`config.mk`:
```
export PLATFORM = sky130hd
export DESIGN_NAME = shot_resolver
export DESIGN_NICKNAME = d
export VERILOG_FILES = /design/src/rtl/shot_resolver_pkg.sv /design/src/rtl/shot_resolver_timer.sv /design/src/rtl/shot_resolver.sv
export SDC_FILE = /design/constraint.sdc
export NUM_CORES = 1
export LEC_CHECK = 0
export BUFFER_PORTS_ARGS = -buffer_cell sky130_fd_sc_hd__buf_2
export CAP_MARGIN = 0
export CORE_MARGIN = 5
export CORE_UTILIZATION = 56
export CTS_BUF_LIST = sky130_fd_sc_hd__clkbuf_8
export DETAILED_ROUTE_END_ITERATION = 12
export PLACE_DENSITY = 0.9
export SLEW_MARGIN = 5
export SYNTH_ARGS = -nofsm -noshare
export SYNTH_HDL_FRONTEND = slang
export SYNTH_SLANG_ARGS = --single-unit
```
`constraint.sdc`:
```
create_clock -name clk -period 1.8 [get_ports clk]
set_input_delay 0.27 -clock clk [delete_from_list [all_inputs] [get_ports clk]]
set_output_delay 0.27 -clock clk [all_outputs]
set_load 0.01 [all_outputs]
```
`src/rtl/shot_resolver_pkg.sv`:
```
// Shared encodings for the zapper firing FSM and the shot resolver.
package shot_resolver_pkg;

  typedef enum logic [1:0] {
    FIRE_RELOAD = 2'b00,
    FIRE_HOLD   = 2'b01,
    FIRE_SHOT   = 2'b11
  } fire_state_e;

  typedef enum logic [1:0] {
    RES_IDLE   = 2'b00,
    RES_BLANK  = 2'b01,
    RES_TARGET = 2'b10,
    RES_RESULT = 2'b11
  } res_state_e;

  function automatic int max_i(input int a, input int b);
    return (a > b) ? a : b;
  endfunction

endpackage

```
`src/rtl/shot_resolver_timer.sv`:
```
// flash_timer: loadable down-counter, done while the count sits at 1.
module flash_timer #(
  parameter int W = 3
) (
  input  logic         clk,
  input  logic         rst_n,
  input  logic         load,
  input  logic [W-1:0] load_val,
  output logic         done
);

  logic [W-1:0] cnt_q, cnt_d;

  always_comb begin
    cnt_d = cnt_q;
    if (load) begin
      cnt_d = load_val;
    end else if (cnt_q != '0) begin
      cnt_d = cnt_q - W'(1);
    end
  end

  always_ff @(posedge clk or negedge rst_n) begin
    if (!rst_n) cnt_q <= '0;
    else        cnt_q <= cnt_d;
  end

  assign done = (cnt_q == W'(1));

endmodule

```
`src/rtl/shot_resolver.sv`:
```
// Light-gun shot resolver: black frame, target frame, then hit/miss verdict.
module shot_resolver
  import shot_resolver_pkg::*;
#(
  parameter int BLANK_CYCLES  = 4,
  parameter int TARGET_CYCLES = 4,
  parameter int AMMO_MAX      = 3
) (
  input  logic       clk,
  input  logic       reset_n,
  input  logic [1:0] STATE,
  input  logic       light_sensor,
  input  logic       new_round,
  output logic       flash_black,
  output logic       flash_target,
  output logic       hit,
  output logic       miss,
  output logic [1:0] ammo,
  output logic       out_of_ammo,
  output logic       busy
);

  localparam int TW = $clog2(max_i(BLANK_CYCLES, TARGET_CYCLES)) + 1;
  localparam logic [1:0] AMMO_INIT = 2'(AMMO_MAX);

  res_state_e  state_q, state_d;
  logic [1:0]  ammo_q, ammo_d;
  logic        flash_black_q, flash_black_d;
  logic        flash_target_q, flash_target_d;
  logic        hit_q, hit_d;
  logic        miss_q, miss_d;
  logic        busy_q, busy_d;
  logic        out_of_ammo_q, out_of_ammo_d;
  logic        blank_ok_q, blank_ok_d;
  logic        seen_light_q, seen_light_d;
  logic        tmr_load;
  logic [TW-1:0] tmr_val;
  logic        tmr_done;
  logic        shot;

  assign shot = (STATE == FIRE_SHOT);

  flash_timer #(.W(TW)) u_timer (
    .clk      (clk),
    .rst_n    (reset_n),
    .load     (tmr_load),
    .load_val (tmr_val),
    .done     (tmr_done)
  );

  always_comb begin
    state_d        = state_q;
    ammo_d         = ammo_q;
    flash_black_d  = 1'b0;
    flash_target_d = 1'b0;
    hit_d          = 1'b0;
    miss_d         = 1'b0;
    blank_ok_d     = blank_ok_q;
    seen_light_d   = seen_light_q;
    tmr_load       = 1'b0;
    tmr_val        = '0;
    // new_round outranks everything, including a coincident shot
    if (new_round) begin
      state_d  = RES_IDLE;
      ammo_d   = AMMO_INIT;
      tmr_load = 1'b1;
    end else begin
      unique case (state_q)
        RES_IDLE: begin
          if (shot && ammo_q != 2'd0) begin
            ammo_d        = ammo_q - 2'd1;
            state_d       = RES_BLANK;
            flash_black_d = 1'b1;
            tmr_load      = 1'b1;
            tmr_val       = TW'(BLANK_CYCLES);
          end
        end
        RES_BLANK: begin
          flash_black_d = 1'b1;
          if (tmr_done) begin
            state_d        = RES_TARGET;
            flash_black_d  = 1'b0;
            flash_target_d = 1'b1;
            blank_ok_d     = !light_sensor;
            seen_light_d   = 1'b0;
            tmr_load       = 1'b1;
            tmr_val        = TW'(TARGET_CYCLES);
          end
        end
        RES_TARGET: begin
          flash_target_d = 1'b1;
          seen_light_d   = seen_light_q | light_sensor;
          if (tmr_done) begin
            state_d        = RES_RESULT;
            flash_target_d = 1'b0;
            hit_d          = blank_ok_q & seen_light_d;
            miss_d         = !(blank_ok_q & seen_light_d);
          end
        end
        RES_RESULT: begin
          state_d = RES_IDLE;
        end
      endcase
    end
    busy_d        = (state_d != RES_IDLE);
    out_of_ammo_d = (ammo_d == 2'd0);
  end

  always_ff @(posedge clk or negedge reset_n) begin
    if (!reset_n) begin
      state_q        <= RES_IDLE;
      ammo_q         <= AMMO_INIT;
      flash_black_q  <= 1'b0;
      flash_target_q <= 1'b0;
      hit_q          <= 1'b0;
      miss_q         <= 1'b0;
      busy_q         <= 1'b0;
      out_of_ammo_q  <= 1'b0;
      blank_ok_q     <= 1'b0;
      seen_light_q   <= 1'b0;
    end else begin
      state_q        <= state_d;
      ammo_q         <= ammo_d;
      flash_black_q  <= flash_black_d;
      flash_target_q <= flash_target_d;
      hit_q          <= hit_d;
      miss_q         <= miss_d;
      busy_q         <= busy_d;
      out_of_ammo_q  <= out_of_ammo_d;
      blank_ok_q     <= blank_ok_d;
      seen_light_q   <= seen_light_d;
    end
  end

  assign flash_black  = flash_black_q;
  assign flash_target = flash_target_q;
  assign hit          = hit_q;
  assign miss         = miss_q;
  assign ammo         = ammo_q;
  assign out_of_ammo  = out_of_ammo_q;
  assign busy         = busy_q;

endmodule

```
==> impl_metrics.yaml <==
status:
  status: "completed"
finish:
  fill_cells: 103
  drive_gt1_share_pct: 27.7
  final_nets: 94
  areaGrowthSynthToFinish_pct: 15.5
  seqCellArea_um2: 378
  diodes: 0
  multiInputGateArea_um2: 348
  final_cell_area_um2: 887
critical_path:
  critPathRequiredTime_ns: 1.91
  r2r_cells: 5
  end_kind: "flip-flop"
  cp_cell_sequence: "inv_1, ha_1, and3b_1, nor3_1, a2111oi_1"
  crit_arrival_ns: 1.74
  critPathLaunchType: "flip-flop"
  crit_fanout: 5
  crit_type: "reg2reg"
  critPathSlowestCell: "dfstp_2"
  cp_top_family: "flip-flops"
  r2r_setup_slack_ns: 0.17
  crit-reg2reg-launch: "ammo[0]"
  rr_endpoint: "state_q[0]"
  critPathBufInv: 1
  slowest_delay_ns: 0.56
clock_network:
  cts_resized: 0
  cts_tree: "yes"
  root_buffer: "clkbuf_8"
  clkSinkCount: 15
  cts-htree-levels: 1
  cts_max_path_buffers: 2
  clk_latency_ns: 0.25
  clkTransAtPathRegs_ns: 0.06
  cts_buffers: 3
floorplan:
  io_pins: 14
  die_h_um: 47.0
  die-area_um2: 2210
  row_count: 13
  initial_core_util_pct: 59.0
  core_um2: 1300
  die_x_um: 47.0
placement:
  place_hpwl_mm: 1.07
  dpl_cell_area_um2: 832
  place.gp.congestion: 0.753
  place.port_buffers: 13
  pre_cts_ws_ns: 0.248
routing:
  drt_iter0_markers: 18
  ant_nets: 0
  viasPerCell: 5.96
  route.detailed.drc: 0
  dr.pass1.iters: 4
  vias: 584
  routed_wl_mm: 1.42
  wl_per_cell_um: 14.5
logic_synthesis:
  synth_edf_count: 0
  post_synth_most_frequent_cells: "dfrtp_1, inv_1, ha_1, nor2_1, o21ai_0"
  synth_area_leaders: "dfrtp_1, dfstp_2, ha_1"
  synthArstFlopShare_pct: 100
  avgSynthCellArea_um2: 11.3
  synth-seq-cells: 15
  yosysSeqAreaShare_pct: 49.2
  syn_inst: 68
  synth.most_common_cell: "dfrtp_1"
  synth_ff_type: "dfrtp_1"
  yosys_warnings: 0
  yosysTopAreaCell: "dfrtp_1"
  synthesis.nets: 78
  ys_types: 34
  synth_top_area_share_pct: 42.3
  netlist_area_um2: 768
hold_path:
  whs_endpoint: "blank_ok_q"
  hold_path.startpoint: "light_sensor"
  holdPathStages: 2
  min_path_type: "in2reg"
grt:
  grt_usage_pct: 16.7
  grt_overflow: 0
  antenna_found_initial: 0
  grt_pass1_wl_mm: 2.56
  grt_max_degree: 19
  grt_pass1_vias: 601
sta:
  drv_slew: 0
  fin_crit_ns: 1.63
  slew_headroom_pct: 66.6
  finalHoldViolCount: 0
  fin_crit_sh_pct: 90.3
  fin_tns_setup_ns: 0
  skew_ns: 0.00587
  fmax_ghz: 0.615
  rsz0062_at_grt: "no"
  tightest_slew_ns: 0.502
  finalSetupViolCount: 0
  setup_ws_ns: 0.174
power:
  powerDensity_nw_per_um2: 1280
  p_leak_nw: 0.410
  ir_worst_vdd_uv: 779
  total_power_mw: 1.13
run:
  maxCapViolations: 0
final cells by class:
type | instances | area share, %
Sequential cell | 15 | 42.6
Multi-Input combinational cell | 44 | 39.2
Timing Repair Buffer | 14 | 8.46
Clock buffer | 3 | 4.65
Inverter | 6 | 2.54
Tap cell | 15 | 2.12
Clock inverter | 1 | 0.423
power by group:
group	leakage, nW	internal [mW]	switching (mW)
sequential	0.191	0.404	0.0544
clock	0.0269	0.151	0.111
combinational	0.192	0.197	0.216
total	0.410	0.752	0.382
metrics by stage:
step | hold WS [ns] | instances | util [%]
6_report | 0.243 | 98 | 68.2
2_1_floorplan | -0.0256 | 68 | -
3_3_place_gp | 0.183 | 93 | 63.9
5_1_grt | 0.249 | 98 | 68.2
4_1_cts | 0.237 | 98 | 68.2
3_5_place_dp | 0.190 | 93 | 63.9
metal layers:
| metal | share of wire (%) | track usage, % | vias to the layer above | wire length, µm |
|---|---|---|---|---|
| li1 | - | - | 284 | - |
| met1 | 41 | 20.0 | 285 | 584 |
| met2 | 51 | 27.6 | 12 | 724 |
| met3 | 5.6 | 3.07 | 3 | 80 |
| met4 | 2.2 | 9.94 | 0 | 32 |
| met5 | 0 | 0 | - | 0 |
how the worst max path moves through the flow:
stage            start    endpoint  slack [ns]  cells past startpoint
3_3_place_gp   ammo[0]     ammo[0]        0.30                      5
6_report       ammo[0]  state_q[0]        0.17                      5
5_1_grt        ammo[0]  state_q[0]        0.07                      5
4_1_cts        ammo[0]  state_q[0]        0.19                      5
2_1_floorplan  ammo[0]     ammo[0]        0.29                      5
3_5_place_dp   ammo[0]  state_q[0]        0.25                      5
registers in the layout (all words and copies together) (netlist names):
name           count
u_timer.cnt_q      3
ammo               2
state_q            2
blank_ok_q         1
busy               1
flash_black        1
flash_target       1
hit                1
miss               1
out_of_ammo        1
seen_light_q       1
kinds of logic after synthesis:
family | Yosys count | share of synthesized area (%)
adders and majority gates | 4 | 6.51
xor gates and xnor gates | 1 | 1.14
DFF | 15 | 49.2
buffers and inverters | 9 | 5.54
muxes | 1 | 1.47
and+or+nand+nor | 20 | 18.2
AOI/OAI and AO/OA | 18 | 17.9
cells in the final DEF, fill, tap and decap left out, types with 2 or more instances in the layout:
cell type	count
dfrtp_1	13
buf_2	13
inv_1	7
nor2_1	4
ha_1	4
o21ai_0	3
clkbuf_8	3
nand3_1	2
nor3_1	2
nand2_1	2
a21oi_1	2
o41ai_1	2
o21a_1	2
nor4_1	2
o31ai_1	2
dfstp_2	2
timing repair:
item | 4_1_cts | 5_1_grt
endpoints found under the setup margin | 0 | 0
endpoints found under the hold margin | 13 | 0
hold buffers | 1 | 0
buffers inserted | 0 | 0
Note: power is estimated with default switching activity, not from simulation.
